--- src/rtl/uart_loader_pkg.sv ---
// uart_loader_pkg: shared widths and state encodings for the UART program loader.
// UART_PARITY_EN adds the parity state to the rx encoding (8E1 frames).
package uart_loader_pkg;
  localparam int ISA_WIDTH = 32;
  localparam int ROM_DEPTH = 14;
  typedef enum logic [2:0] {
    RX_IDLE,
    RX_START,
    RX_DATA,
`ifdef UART_PARITY_EN
    RX_PARITY,
`endif
    RX_STOP
  } rx_state_t;
  typedef enum logic [1:0] {S_OFF, S_LOAD, S_DONE} sess_t;
endpackage

--- src/rtl/uart_loader_rx.sv ---
// uart_rx_byte: synchronizes rx and deserializes one UART frame per byte.
// UART_PARITY_EN selects 8E1 framing; otherwise 8N1.
module uart_rx_byte
  import uart_loader_pkg::*;
#(
  parameter int CLKS_PER_BIT = 868
) (
  input  logic       clk,
  input  logic       rst_n,
  input  logic       i_en,
  input  logic       i_rx,
  output logic       o_byte_valid,
  output logic [7:0] o_byte_data,
  output logic       o_byte_err
);
  localparam int TW = $clog2(CLKS_PER_BIT);
  logic            r_rx_m, r_rx_s, r_rx_prev;
  rx_state_t       r_state, w_state;
  logic [TW-1:0]   r_timer, w_timer;
  logic [2:0]      r_bit, w_bit;
  logic [7:0]      r_shift, w_shift;
  logic            w_mid, w_end, w_par_ok;
  assign w_mid = r_timer == TW'(CLKS_PER_BIT / 2 - 1);
  assign w_end = r_timer == TW'(CLKS_PER_BIT - 1);
  assign o_byte_data = r_shift;
`ifdef UART_PARITY_EN
  logic r_par_bad, w_par_bad;
  assign w_par_ok = !r_par_bad;
  always_ff @(posedge clk or negedge rst_n)
    if (!rst_n) r_par_bad <= 1'b0;
    else r_par_bad <= w_par_bad;
`else
  assign w_par_ok = 1'b1;
`endif
  always_ff @(posedge clk or negedge rst_n) begin
    if (!rst_n) begin
      r_rx_m    <= 1'b1;
      r_rx_s    <= 1'b1;
      r_rx_prev <= 1'b1;
      r_state   <= RX_IDLE;
      r_timer   <= '0;
      r_bit     <= '0;
      r_shift   <= '0;
    end else begin
      r_rx_m    <= i_rx;
      r_rx_s    <= r_rx_m;
      r_rx_prev <= r_rx_s;
      r_state   <= w_state;
      r_timer   <= w_timer;
      r_bit     <= w_bit;
      r_shift   <= w_shift;
    end
  end
  always_comb begin
    w_state      = r_state;
    w_timer      = r_timer + TW'(1);
    w_bit        = r_bit;
    w_shift      = r_shift;
    o_byte_valid = 1'b0;
    o_byte_err   = 1'b0;
`ifdef UART_PARITY_EN
    w_par_bad    = r_par_bad;
`endif
    if (!i_en) begin
      w_state = RX_IDLE;
      w_timer = '0;
    end else begin
      case (r_state)
        RX_IDLE: begin
          w_timer = '0;
          if (r_rx_prev && !r_rx_s) w_state = RX_START;
        end
        RX_START:
          if (w_mid) begin
            w_timer = '0;
            w_bit   = '0;
            w_state = r_rx_s ? RX_IDLE : RX_DATA;
          end
        RX_DATA:
          if (w_end) begin
            w_timer = '0;
            w_shift = {r_rx_s, r_shift[7:1]};
            w_bit   = r_bit + 3'd1;
`ifdef UART_PARITY_EN
            if (r_bit == 3'd7) w_state = RX_PARITY;
`else
            if (r_bit == 3'd7) w_state = RX_STOP;
`endif
          end
`ifdef UART_PARITY_EN
        RX_PARITY:
          if (w_end) begin
            w_timer   = '0;
            w_par_bad = ^{r_shift, r_rx_s};
            w_state   = RX_STOP;
          end
`endif
        RX_STOP:
          if (w_end) begin
            w_timer      = '0;
            w_state      = RX_IDLE;
            o_byte_valid = r_rx_s && w_par_ok;
            o_byte_err   = !(r_rx_s && w_par_ok);
          end
        default: w_state = RX_IDLE;
      endcase
    end
  end
endmodule

--- src/rtl/uart_loader.sv ---
// uart_loader: assembles little-endian words from a UART byte stream and writes them
// to instruction/data memory during program download. UART_PARITY_EN selects 8E1 framing.
module uart_loader
  import uart_loader_pkg::*;
#(
  parameter int CLKS_PER_BIT = 868,
  parameter int ADDR_WIDTH   = ROM_DEPTH + 1
) (
  input  logic                  clk,
  input  logic                  rst_n,
  input  logic                  i_uart_start,
  input  logic                  i_rx,
  output logic                  o_upg_wen,
  output logic [ADDR_WIDTH-1:0] o_upg_adr,
  output logic [ISA_WIDTH-1:0]  o_upg_dat,
  output logic                  o_upg_done,
  output logic                  o_busy,
  output logic                  o_frame_err
);
  sess_t                 r_sess, w_sess;
  logic [1:0]            r_byte_cnt;
  logic [ADDR_WIDTH-1:0] r_cnt;
  logic [ISA_WIDTH-1:0]  r_dat;
  logic                  r_wen, r_done, r_err;
  logic                  w_en, w_valid, w_err, w_start, w_last;
  logic [7:0]            w_byte;
  assign w_en    = r_sess == S_LOAD;
  assign w_start = i_uart_start && !w_en;
  assign w_last  = r_wen && r_cnt == '1;
  assign o_upg_wen   = r_wen;
  assign o_upg_adr   = r_cnt;
  assign o_upg_dat   = r_dat;
  assign o_upg_done  = r_done;
  assign o_busy      = w_en;
  assign o_frame_err = r_err;
  uart_rx_byte #(.CLKS_PER_BIT(CLKS_PER_BIT)) u_rx (
    .clk          (clk),
    .rst_n        (rst_n),
    .i_en         (w_en),
    .i_rx         (i_rx),
    .o_byte_valid (w_valid),
    .o_byte_data  (w_byte),
    .o_byte_err   (w_err)
  );
  always_comb begin
    w_sess = r_sess;
    if (w_start) w_sess = S_LOAD;
    else if (w_last) w_sess = S_DONE;
  end
  always_ff @(posedge clk or negedge rst_n) begin
    if (!rst_n) begin
      r_sess     <= S_OFF;
      r_byte_cnt <= '0;
      r_cnt      <= '0;
      r_dat      <= '0;
      r_wen      <= 1'b0;
      r_done     <= 1'b0;
      r_err      <= 1'b0;
    end else begin
      r_sess <= w_sess;
      r_wen  <= 1'b0;
      if (w_start) begin
        r_cnt      <= '0;
        r_byte_cnt <= '0;
        r_done     <= 1'b0;
        r_err      <= 1'b0;
      end else begin
        if (w_err) r_err <= 1'b1;
        if (w_valid) begin
          r_dat[{r_byte_cnt, 3'b000} +: 8] <= w_byte;
          r_byte_cnt <= r_byte_cnt + 2'd1;
          r_wen      <= r_byte_cnt == 2'd3;
        end
        // the last address is held rather than wrapping into instruction memory
        if (w_last) r_done <= 1'b1;
        else if (r_wen) r_cnt <= r_cnt + ADDR_WIDTH'(1);
      end
    end
  end
endmodule

--- config.mk ---
export PLATFORM = sky130hd
export DESIGN_NAME = uart_loader
export DESIGN_NICKNAME = d
export VERILOG_FILES = /design/src/rtl/uart_loader_pkg.sv /design/src/rtl/uart_loader_rx.sv /design/src/rtl/uart_loader.sv
export SDC_FILE = /design/constraint.sdc
export NUM_CORES = 1
export LEC_CHECK = 0
export CAP_MARGIN = 10
export CORE_ASPECT_RATIO = 1.4
export CORE_MARGIN = 2
export CORE_UTILIZATION = 58
export CTS_CLUSTER_DIAMETER = 200
export DETAILED_ROUTE_END_ITERATION = 8
export GPL_ROUTABILITY_DRIVEN = 1
export PLACE_DENSITY = 0.91
export SYNTH_ARGS = -nofsm -noshare
export SYNTH_HDL_FRONTEND = slang
export SYNTH_SLANG_ARGS = --single-unit
--- constraint.sdc ---
create_clock -name clk -period 5.8 [get_ports clk]
set_input_delay 1.45 -clock clk [delete_from_list [all_inputs] [get_ports clk]]
set_output_delay 1.45 -clock clk [all_outputs]
set_load 0.02 [all_outputs]
* After elaboration in Yosys (flattened, before gate mapping) *
Cells that the tools add are included.

word-level totals
  register bits = 81
  input bits = 4
  output and inout port bits = 51

cells by class
  add/sub/neg operators = 5
  equal/unequal tests = 17
  shift operators = 2
  multiplexer cells = 35
  bitwise gates (word level) = 1
  reductions and logical operators = 17

operators by type and width
  cell                      number
  $mux W15                  3
  $bwmux W32                1
  $shift A8 B7 Y32 const A  1
  $shiftx A8 B7 Y32         1
  $mux W10                  3
  $pmux W10 S3              1
  $mux W3                   8
  $add A15 B1 Y15 const B   1
  $eq A15 B15 Y1 const B    1
  $ne A3 B3 Y1 const B      5
  $mux W1                   12
  $pmux W3 S4               1
  $add A10 B1 Y10 const B   1
  $eq A10 B10 Y1 const B    1
  $eq A10 B9 Y1 const B     1
  $mux W2                   5
  $reduce_bool A2 Y1        5
  $neg A5 Y7                1
  $eq A3 B2 Y1 const B      2
  $pmux W3 S2               1
  $reduce_and A5 Y1         1
  $ne A2 B1 Y1 const B      2
  $reduce_and A2 Y1         2
  $reduce_and A4 Y1         1
  other kinds (13)          16

* Logic depth before layout (Yosys ltp) *
Gate-level depths: netlist of run 1.

  word-level depth = 6
  depth in mapped cells = 8
  mapped depth without buffers = 7

* Modules after synthesis *
From an unflattened synthesis of run 1, not the netlist that was laid out.

second synthesis, totals
  cells, all modules = 366
  area, all modules = 3721.1 um^2

modules (own cells, without submodules)
  module        instances  cells an instance  area each (um^2)  seq. area each (um^2)
  uart_loader   1          256                2456.1            1326.3
  uart_rx_byte  1          110                1265.0            654.4

* Least setup slack after synthesis of run 1 *
OpenSTA, ideal clock, no wires.

  path kind = reg-to-output
  start point = register, netlist name o_upg_done
  end point = output o_busy
  arrival time = 983 ps
  required time = 4350 ps
  setup slack = 3367 ps
  cell stages (with the launch flop) = 4
  path through = dfrtp_1 > nand2b_1 > clkbuf_1 > inv_1

RTL lines
  item           RTL line           text
  end, declared  uart_loader.sv:17  output logic o_busy,

==> reports/results.txt, run 1 <==
The ratio of routed vias to standard cells is 5.72, and the length of routed met2 wiring is 4000 um. Leaving out fill and tap cells, the most frequent cell in the layout is sky130_fd_sc_hd__nand2_1. The number of synthesized register bits was 79; the fmax was 302 MHz.

In this run the mean area of a mapped cell was 10.0 sq um. The sum of negative setup slack was 0 ns. In the layout the commonest cells are sky130_fd_sc_hd__nand2_1, sky130_fd_sc_hd__dfrtp_1, sky130_fd_sc_hd__clkdlybuf4s50_1, sky130_fd_sc_hd__o21ai_0, sky130_fd_sc_hd__nor2_1. For the worst relative slew slack, the log shows 37.8%. Dividing total power by cell area gives a power density of 301 nW/um^2. Initial standard-cell utilization of the core: 59.3%. Setup repair after global routing left no endpoint under its margin. Internal power contribution: 962 uW. The worst endpoint data arrival time was 1.87 ns; the average detailed-routed wire length per instance was 15.2 um.

The hold path depth was 0. The floorplan step defined a die boundary enclosing 6970 sq um. In this run the remaining antenna-violating nets after routing total 0. The worst register-to-register path ends at o_upg_dat[1]$_DFFE_PN0P_.

The run gives 0 as the final setup violation count. In this run, flip-flops and latches consume 45.7% of the power. Cells with a size suffix above 1 make up 8.25% of the layout. The initial antenna violation count came out at 0. The final critical delay including setup and external delays works out to 3.32 ns. The clock sink count was 79; the post-detailed-routing wire length was 7540 um. The number of standard-cell rows in the floorplan is 34. Yosys mapped the design onto 49 distinct sky130hd cell types. Per report_power, the combinational group accounts for 17.6% of the total. The tools report the routability-driven placement congestion ratio as 0.860.

Post-CTS repair changed the size of 0 cells. The number of enable-type register cells in the synthesized netlist is 0, and the area taken by flip-flops and latches is 1980 sq um. The first global-routing pass estimated 12,800 um of wire.

Summed over all layers, the global routing overflow is 0. The run finished with clean final reports. The fraction of the yosys area taken by sequential cells came out at 54.1%. The width of the die works out to 71.1 um. Summed over all nets, wire length on met3 after detailed routing comes to 331 um. At the worst endpoint, the required time is 4.35 ns. Along the worst path, the maximum fanout reaches 8. The multi-input combinational cells in the finished layout cover a total of 1570 sq um. The detailed-route DRC error count was 0; the clock group share of total power was 36.7%. The routed length on met1 was 3050 um. Highest layer used for signal routing: met4. The detailed router finished its first iteration with 282 violations. The tools report the clock insertion delay at the later pin of the skew report as 0.36 ns.

Maximum cell stage delay along the critical path: 0.65 ns. For the pin with the worst max-slew slack, the measured transition is 0.934 ns. Traced cell by cell, the critical path runs through nand2b_1 > inv_1 > clkdlybuf4s50_1. The number of setup buffers added after CTS is 0.

The worst hold path begins at u_rx.r_rx_m$_DFF_PN1_. The register clock-pin slew on the reported worst setup and hold paths is 0.08 ns. The largest delay contributor family on the critical path is buffers and inverters.

The hold-critical path endpoint was u_rx.r_rx_s$_DFF_PN1_. In this run the critical register-to-register path is launched from r_byte_cnt[0]$_DFFE_PN0P_. The tool flagged a number of max-cap violations equal to 0. Post-synth net total: 384.

In this run the power spent charging and discharging nets is 383 uW. After filler insertion, the fill cell instance count of the layout stands at 434. Area of the core: 6170 sq um.

The tools report the synthesized instance count as 366. The logs give 5180 um for the half-perimeter wire length after placement and 480 for the total instance count after detailed placement. In the finished design, the share of the clock period the worst path needs comes to 57.2%.

The critical path is of the reg -> out type. The count of buffers added on input and output ports is 54. In this run the cell area measured after placement is 4230 sq um.

The static leakage is 1.90 nW. The slowest stage of the critical path is the sky130_fd_sc_hd__clkdlybuf4s50_1 cell. The critical path runs through a total of 3 cells. 0 antenna diodes ended up in the layout. TritonCTS built the clock tree. The buffers plus inverters on the worst setup path is 2, and the count of H-tree levels built during CTS is 3.

The tools report the count of pins over their slew limit as 0. The via count of the first global-routing pass came out at 2,833. The root buffer cell was sky130_fd_sc_hd__clkbuf_8. The finished cells cover 4470 sq um. Across all register-to-register paths, the minimum setup slack is 3.54 ns.

The hold violation total from the final report was 0; the number of clock buffers inserted by TritonCTS was 9. Summing every instance area after synthesis gives 3660 sq um. Worst supply voltage drop on vdd: 0.000237 V.

The worst setup path is captured at an output pin. Vias after detailed routing: 2,839. The cell count of the worst reg-to-reg path was 5.

In this run switching power makes up 28.5% of total power. The clock skew after layout is 0.00932 ns. Most frequently used flop master after synthesis: sky130_fd_sc_hd__dfrtp_1. The tightest hold path in the finished design has a slack of 0.362 ns. The logs give 55 for the total I/O pin count and 23.4% for the global routing usage summed across all routing layers. Relative to the synthesized area, the layout overhead comes to 22.2%.

The launching element type of the critical path was a flip-flop. The first-pass iteration count of the detailed router is 4, and the number of nets in the finished design is 437. In this run the deepest clock path goes through 2 buffers. The min-delay analysis places its worst path in the category reg -> reg. After synthesis, the share of flip-flops with an asynchronous set or reset is 100%. The hold-fix buffer count after cts is 0, and the die extent in y is 98.0 um. Number of warning messages in the yosys log: 0.

The run gives 80 as the largest net degree at the start of global routing. Once layout is complete, the cells apart from fillers number 496.
[routing by layer]
layer	global-route usage, %	vias to the layer above
met2	40.0	81
met3	4.33	17
met4	13.2	0
met1	27.4	1371
met5	0	-
li1	-	1370
[worst max-delay path by stage]
stage,startpoint,endpoint
final,o_upg_done$_DFFE_PN0P_,o_busy
after CTS,o_upg_done$_DFFE_PN0P_,o_busy
after detailed placement,i_uart_start,o_upg_adr[9]$_DFFE_PN0P_
after floorplan,o_upg_done$_DFFE_PN0P_,o_busy
after global placement,i_uart_start,o_upg_adr[9]$_DFFE_PN0P_
after global routing,o_upg_done$_DFFE_PN0P_,o_busy
[state kept, by name (all words and copies together) (netlist names)]
name	flops
o_upg_dat	32
o_frame_err	1
r_byte_cnt	2
u_rx.r_rx_prev	1
u_rx.r_rx_m	1
u_rx.r_state	2
r_sess	1
o_upg_wen	1
u_rx.r_timer	10
o_upg_done	1
u_rx.r_bit	3
o_upg_adr	15
u_rx.o_byte_data	8
u_rx.r_rx_s	1
[Yosys cell counts (2+ instances only)]
library cell                 n  area (sq um)
sky130_fd_sc_hd__xor2_1      6          52.6
sky130_fd_sc_hd__nand4_1     4          25.0
sky130_fd_sc_hd__a211oi_1    2          15.0
sky130_fd_sc_hd__inv_1      13          48.8
sky130_fd_sc_hd__and4_1      5          43.8
sky130_fd_sc_hd__dfrtp_1    76          1900
sky130_fd_sc_hd__a21oi_1     8          40.0
sky130_fd_sc_hd__o2111ai_1   2          17.5
sky130_fd_sc_hd__xnor2_1     6          52.6
sky130_fd_sc_hd__nor2_1     24          90.1
sky130_fd_sc_hd__dfstp_2     3          78.8
sky130_fd_sc_hd__or4_1       2          15.0
sky130_fd_sc_hd__mux2_2      7          78.8
sky130_fd_sc_hd__nor3_1      4          20.0
sky130_fd_sc_hd__o21ai_0    41           205
sky130_fd_sc_hd__mux2i_1     3          30.0
sky130_fd_sc_hd__buf_2       5          25.0
sky130_fd_sc_hd__nor3b_1     3          22.5
sky130_fd_sc_hd__and3_1      5          31.3
sky130_fd_sc_hd__nand2_1    80           300
sky130_fd_sc_hd__and4bb_2    2          25.0
sky130_fd_sc_hd__and2_1      3          18.8
sky130_fd_sc_hd__or3_1       5          31.3
sky130_fd_sc_hd__a31oi_1     2          12.5
sky130_fd_sc_hd__clkbuf_1    6          22.5
sky130_fd_sc_hd__nand3_1    13          65.1
sky130_fd_sc_hd__ha_1       14           175
[layout make-up]
class	instances	share of cell area, %
sequential	79	44.3
clock inverter	7	2.69
tap	72	2.01
inverter	14	1.18
timing repair buffer	54	12.0
clock buffer	9	2.77
multi-input combinational	261	35.0
[cell families after synthesis]
| logic type | Yosys count | synth area share (%) |
|---|---|---|
| xor+xnor | 12 | 2.87 |
| fa+ha+maj | 14 | 4.79 |
| compound gates | 68 | 11.7 |
| mux | 11 | 3.28 |
| simple gates | 156 | 20.2 |
| flops | 79 | 54.1 |
| buf+inv | 26 | 3.04 |
[through the flow]
step | setup slack, ns | power [mW] | utilization [%]
6_report | 2.48 | 1.35 | 72.5
5_1_grt | 2.39 | 1.40 | 72.5
4_1_cts | 2.48 | 1.35 | 72.5
3_5_place_dp | 2.84 | 0.860 | 68.5
3_3_place_gp | 2.87 | 0.846 | 68.5
2_1_floorplan | 3.37 | 0.785 | -
[power groups by stage]
stage	Clock, mW	Sequential, mW	Combinational, mW
global route	0.522	0.619	0.261
CTS	0.496	0.615	0.238
global placement	0	0.621	0.224
floorplan	0	0.630	0.156
finish	0.494	0.615	0.236
detailed placement	0	0.625	0.236
No activity file was read; power rests on OpenSTA's default activity.
==> run 2, diff against run 1 <==
CORE_UTILIZATION = 49   (was 58)
PLACE_DENSITY = 0.82   (was 0.91)
clock period = 3 ns   (was 5.8 ns; I/O delays follow)
==> run 2 against run 1 <==
Against the previous run: clock skew decreased by 0.0020 ns; total power increased by 83%; cell area increased by 0.17%; sequential power increased by 93%; routed wire length decreased by 0.46%; via count increased by 1.3%; combinational power increased by 95%; non-clock buffer count increased by 2; die area increased by 17%; largest power group unchanged.
==> reports/results.txt, run 2 (same netlist as run 1, synthesis figures left out) <==
Buffers placed on the I/O ports in this run total 54. The worst setup path is captured at an output pin. In this run the most critical hold path is launched from u_rx.r_rx_m$_DFF_PN1_.

Setup repair after global routing left no endpoint under its margin. The half-perimeter wire length after placement is 5240 um, and the ratio of routed vias to standard cells is 5.50. The logs give 0.35 ns for the clock insertion delay at the later pin of the skew report and 55 for the total I/O pin count.

For the buffer count from post-CTS setup fixing, the log shows 0. The first global-routing pass estimated 12,800 um of wire. Measured along the y axis, the die boundary spans 106 um.

Average detailed-routed wire length per instance: 14.3 um. Setup violations remaining at the end of the flow were counted as 0. Entering global routing, the biggest net connects 80 pins. The tools report the die area as 8180 sq um. The total power per unit cell area is 549 nW/um^2, and the static leakage is 1.88 nW.

After clock tree synthesis, the repair step resized 0 gates. The H-tree was split into 3 levels. The tools report the clock sink count as 79.

Leaving out fill and tap cells, the most frequent cells in the layout are sky130_fd_sc_hd__nand2_1, sky130_fd_sc_hd__dfrtp_1, sky130_fd_sc_hd__clkdlybuf4s50_1, sky130_fd_sc_hd__o21ai_0, sky130_fd_sc_hd__nor2_1. The tools report the worst endpoint data arrival time as 1.87 ns. TritonCTS built the clock tree. The tools report the final global-route overflow total as 0. The worst setup path is of the reg -> out kind.

CTS placed an instance of sky130_fd_sc_hd__clkbuf_8 at the clock tree root. For this run, the total global-route usage over all layers was measured as 19.4%. The flip-flop count of the largest register after layout works out to 32. Leaving out fill and tap cells, the most frequent cell in the layout is sky130_fd_sc_hd__nand2_1. Across the routed clock network, the largest skew measured is 0.00733 ns. The first detailed-routing pass ran for 4 iterations. The flow ran to the end, and the final reports show no timing, DRC or antenna violations.

After detailed routing, the number of remaining DRC violations is 0. The hold violation total from the final report was 0; the initial standard-cell utilization of the core was 50.0%. The register clock-pin slew on the reported worst setup and hold paths is 0.08 ns. First element of the critical path: o_upg_done$_DFFE_PN0P_. The run gives 0 as the antenna cell count.

The total area inside the core boundary comes to 7310 sq um. The clock passes through at most 2 buffers. The run gives 9 as the number of clock buffers inserted by TritonCTS.

The launch point of the worst reg-to-reg path was u_rx.r_timer[2]$_DFF_PN0_. Across all hold checks on the routed design, the worst slack comes to 0.358 ns. The largest fanout on the critical path is 8. The tools report the initial antenna violation count as 0. The final route contains 2,877 vias.

The die is 77.0 um wide. The sum of internal, switching and leakage power came out at 2.46 mW. Of the cells placed in the final design, the portion with a size suffix greater than 1 is 8.69%. The required arrival time at the worst endpoint was 2.25 ns. Summed over all layers, the routed wires come to 7500 um. The worst supply voltage drop on vdd is 0.000385 V. The type of the most critical hold path was reg -> reg.

The run gives 0 as the count of pins over their slew limit. For the pin with the worst max-slew slack, the measured transition is 0.966 ns. The fmax is 381 MHz. For the final routed database, the setup TNS stands at 0 ns.

Growth of design area from synthesis to finish: 22.4%. Number of antenna-violating nets in the routed design: 0. Of the available clock period, the critical path in the final layout requires 87.5%. In this run, post-CTS hold repair placed 0 buffers. The logs give 37 for the number of standard-cell rows in the floorplan and 0.845 for the routability-driven placement congestion ratio. After the first detailed-routing iteration, the DRC count stood at 172.

In the final design database the tool counted 439 nets. The final critical delay including setup and external delays is 2.62 ns, and the worst relative slew slack is 35.6%. The via count of the first global-routing pass is 2,810.

STA classifies the critical path startpoint as a flip-flop. Across the run, the number of max-cap violations was 0.
run 2: final cells by class:
class                      instances  area (sq um)
multi-input combinational        261          1570
inverter                          14          52.6
fill                             656          2840
clock buffer                       9           124
sequential                        79          1980
tap                               97           121
timing repair buffer              56           553
clock inverter                     7          81.3
run 2: report_power, final:
part           internal, mW  switching [mW]  total, mW
Sequential             1.12          0.0672       1.19
Clock                 0.394           0.416      0.809
Combinational         0.187           0.273      0.460
Total                  1.70           0.755       2.46
run 2: path summary, 6_finish.rpt:
path                            slack [ns]  cells past startpoint                         to
worst max-delay path                  0.38                      3                     o_busy
worst min-delay path                  0.36                      0      u_rx.r_rx_s$_DFF_PN1_
worst max register to register        0.85                      5  o_upg_dat[18]$_DFFE_PN0P_
worst min register to register        0.36                      0      u_rx.r_rx_s$_DFF_PN1_
max in group asynchronous             1.83                      1  u_rx.r_timer[0]$_DFF_PN0_
min in group asynchronous             0.52                      1   o_upg_dat[3]$_DFFE_PN0P_
run 2: routing by layer:
metal,routed length [um],track usage (%),up-vias
met5,0,0,-
met4,265,11.6,0
li1,-,-,1366
met2,3770,33.0,73
met1,3170,23.3,1414
met3,299,2.97,24
run 2: stage by stage:
stage / utilization [%] / setup slack (ns) / instance area (sq um) / instances
floorplan: - / 1.09 / 3660 / 366
global placement: 58.4 / 0.768 / 4270 / 507
detailed placement: 58.4 / 0.717 / 4270 / 507
CTS: 61.2 / 0.374 / 4480 / 523
global route: 61.2 / 0.263 / 4480 / 523
finish: 61.2 / 0.376 / 4480 / 523
run 2: critical path: stages (launching register included):
cell                              delay [ns]
sky130_fd_sc_hd__dfrtp_1                0.40
sky130_fd_sc_hd__nand2b_1               0.27
sky130_fd_sc_hd__inv_1                  0.21
sky130_fd_sc_hd__clkdlybuf4s50_1        0.65
==> run 3, diff against run 2 <==
PLACE_DENSITY = 0.76   (was 0.82)
==> run 3 against run 2 <==
Against the previous run: global-route usage fell by 0.73 points; routed wire length fell by 4.0%; clock skew rose by 0.0040 ns; register-to-register slack improved by 0.02 ns; via count fell by 3.8%; sequential share of layout area rose by 0.087 points; clock-buffer cell count rose by 1; setup slack improved by 0.038 ns; maximum frequency rose by 1.5%; flip-flop and latch count did not move; largest cell class unchanged; largest power group unchanged.
==> reports/results.txt, run 3 (same netlist as run 1, synthesis figures left out) <==
The slowest stage of the critical path is the sky130_fd_sc_hd__clkdlybuf4s50_1 cell. The count of pins over their slew limit was 0; the number of antenna-violating nets in the routed design was 0. Summed over all layers, the global routing overflow is 0. The worst register-to-register path ends at o_upg_dat[13]$_DFFE_PN0P_. In the final routed layout, each cell accounts on average for 13.8 um. The cell count of the worst reg-to-reg path is 5, and the flip-flop count of the largest register after layout is 32. Number of nets in the finished design: 439. The worst-case IR drop observed on VDD is 0.000328 V.

The ratio of routed vias to standard cells is 5.30. The most common library cell in the layout ignoring fill and taps is sky130_fd_sc_hd__nand2_1. The clock insertion delay at the later pin of the skew report is 0.35 ns, and the internal power contribution is 1.71 mW.

Clock tree synthesis found a total of 79 sinks. The tools report the hold-fix buffer count after cts as 0. The floorplan step set the die height to 106 um. The worst relative slew slack was 36.1%; the area taken by flip-flops and latches was 1980 sq um. The global-route wire length before repair is 12,300 um, and the fmax is 387 MHz. The run gives 4 as the first-pass iteration count of the detailed router.

Entering global routing, the biggest net connects 80 pins. After clock tree synthesis, the clock-pin slew on the worst setup and hold paths is 0.07 ns. The width of the die works out to 77.0 um.

The total I/O pin count is 55, and the buffer count from post-CTS setup fixing is 0. The vias after detailed routing came out at 2,768. The hold violation total from the final report is 0, and the final critical delay including setup and external delays is 2.59 ns. Along the worst path, the maximum fanout reaches 8. For hold timing, the worst endpoint is u_rx.r_rx_s$_DFF_PN1_. The tools report the detailed-route DRC error count as 0. The floorplan has 37 rows. Sequential cells burn 49.0% of the power. The required arrival time at the worst endpoint is 2.25 ns. The congestion estimate from routability-driven global placement came to 0.802. For the final routed database, the setup TNS stands at 0 ns.

For the number of DRC markers after the initial detailed-route iteration, the log shows 188. STA puts the critical path data arrival time at 1.84 ns. The kind of critical path was reg -> out.

For the initial antenna violation count, the log shows 0. In this run, the clock network consumes 32.2% of the power. Of the cells placed in the final design, the portion with a size suffix greater than 1 is 8.47%. The HPWL after detailed placement is 5140 um.

In this run the most critical hold path is launched from u_rx.r_rx_m$_DFF_PN1_. Per report_power, the combinational group accounts for 18.8% of the total. The H-tree generated during clock tree synthesis spans 3 levels.

The post-detailed-placement cell area is 4270 sq um, and the fill cell total of the finished layout is 661. The static leakage was 1.88 nW; the global routing usage summed across all routing layers was 18.7%. Measured on the finished design, the core utilization comes to 61.1%. The initial utilization of the core area, before any placement, comes to 50.0%. The final layout contains routed wiring with a total length of 7200 um. Along the worst hold path, the cell count comes to 0. The flow ran to the end, and the final reports show no timing, DRC or antenna violations.

The via count of the first global-routing pass came out at 2,665. The switching fraction of total power works out to 29.3%. Between clock sinks in the finished design, the worst skew comes to 0.0113 ns. The worst setup path is captured at an output pin. Counting the buffers created by CTS gives 9.

The worst setup path is launched from a flip-flop. Setup repair after global routing left no endpoint under its margin. The slew at the pin with the worst max-slew slack works out to 0.959 ns. The min-delay analysis places its worst path in the category reg -> reg. The repair_antennas step left the layout with diodes totalling 0.

Setup violations remaining at the end of the flow were counted as 0. The clock passes through at most 2 buffers. Setup slack on the worst reg-to-reg path comes out at 0.87 ns. The floorplan step defined a core boundary enclosing 7310 sq um.

On the final layout, the worst hold slack is 0.360 ns. The cell area after layout was 4470 sq um; the growth of design area from synthesis to finish was 22.2%. TritonCTS built the clock tree. In this run the tool buffered the top-level ports with 54 buffer cells. The tools report the launch point of the worst reg-to-reg path as r_byte_cnt[0]$_DFFE_PN0P_.

Traced cell by cell, the critical path runs through nand2b_1 > inv_1 > clkdlybuf4s50_1. The cell sitting at the root of the clock tree is a sky130_fd_sc_hd__clkbuf_8. The multi-input combinational cells in the finished layout cover a total of 1570 sq um. For this design the total switching power over the nets is 709 uW. Across the run, the number of max-cap violations was 0. Maximum cell stage delay along the critical path: 0.64 ns. The die area came out at 8180 sq um.

In the layout the commonest cells are sky130_fd_sc_hd__nand2_1, sky130_fd_sc_hd__dfrtp_1, sky130_fd_sc_hd__clkdlybuf4s50_1, sky130_fd_sc_hd__o21ai_0, sky130_fd_sc_hd__nor2_1. The number of gates resized after cts came out at 0. The sum of internal, switching and leakage power was 2.42 mW; the post-route clock period utilization was 86.2%. In this run the power density over the cells is 542 nW/um^2.
==> run 3: cell count changes in the layout (fill, tap and decap cells not counted) <==
| cell | change |
|---|---|
| sky130_fd_sc_hd__inv_8 | -1 |
| sky130_fd_sc_hd__clkinv_2 | +1 |
| sky130_fd_sc_hd__inv_6 | -1 |
| sky130_fd_sc_hd__clkbuf_8 | +1 |
| sky130_fd_sc_hd__clkinvlp_4 | -1 |
==> run 3: metal layers <==
| metal | GRT usage [%] | vias up | share of wire (%) |
|---|---|---|---|
| met5 | 0 | - | 0 |
| met4 | 7.91 | 0 | 1.6 |
| met3 | 4.16 | 11 | 4.1 |
| met2 | 32.0 | 68 | 51 |
| met1 | 22.8 | 1326 | 43 |
| li1 | - | 1363 | - |
==> run 3: worst max path at each step <==
stage	from	endpoint	slack [ns]	cells after the start
floorplan	r_byte_cnt[0]$_DFFE_PN0P_	o_upg_dat[0]$_DFFE_PN0P_	1.09	6
global placement	i_uart_start	o_upg_adr[9]$_DFFE_PN0P_	0.77	4
detailed placement	i_uart_start	o_upg_adr[9]$_DFFE_PN0P_	0.77	4
CTS	o_upg_done$_DFFE_PN0P_	o_busy	0.40	3
global route	o_upg_done$_DFFE_PN0P_	o_busy	0.29	3
finish	o_upg_done$_DFFE_PN0P_	o_busy	0.41	3
==> run 3: cell type report <==
type,count,share of cell area [%]
Clock buffer,10,3.08
Clock inverter,5,1.32
Inverter,14,1.18
Multi-Input combinational cell,261,35.0
Sequential cell,79,44.3
Tap cell,97,2.71
Timing Repair Buffer,56,12.4
==> run 3: worst max-delay path, delay by kind of cell, from the launching register on <==
kind                   cells  cell delay, ns
buffers and inverters      2            0.84
AND/OR/NAND/NOR            1            0.26
flip-flops                 1            0.39
==> run 3: power by group through the flow <==
stage	registers [mW]	clock network (mW)	logic, mW
after CTS	1.19	0.799	0.463
final	1.19	0.779	0.456
after floorplan	1.22	0	0.301
after global routing	1.20	0.850	0.506
after detailed placement	1.21	0	0.461
after global placement	1.20	0	0.443
==> run 3: metrics by stage <==
stage	cells	worst slack [ns]
2_1_floorplan	366	1.09
3_3_place_gp	507	0.775
3_5_place_dp	507	0.765
4_1_cts	522	0.400
5_1_grt	522	0.290
6_report	522	0.414
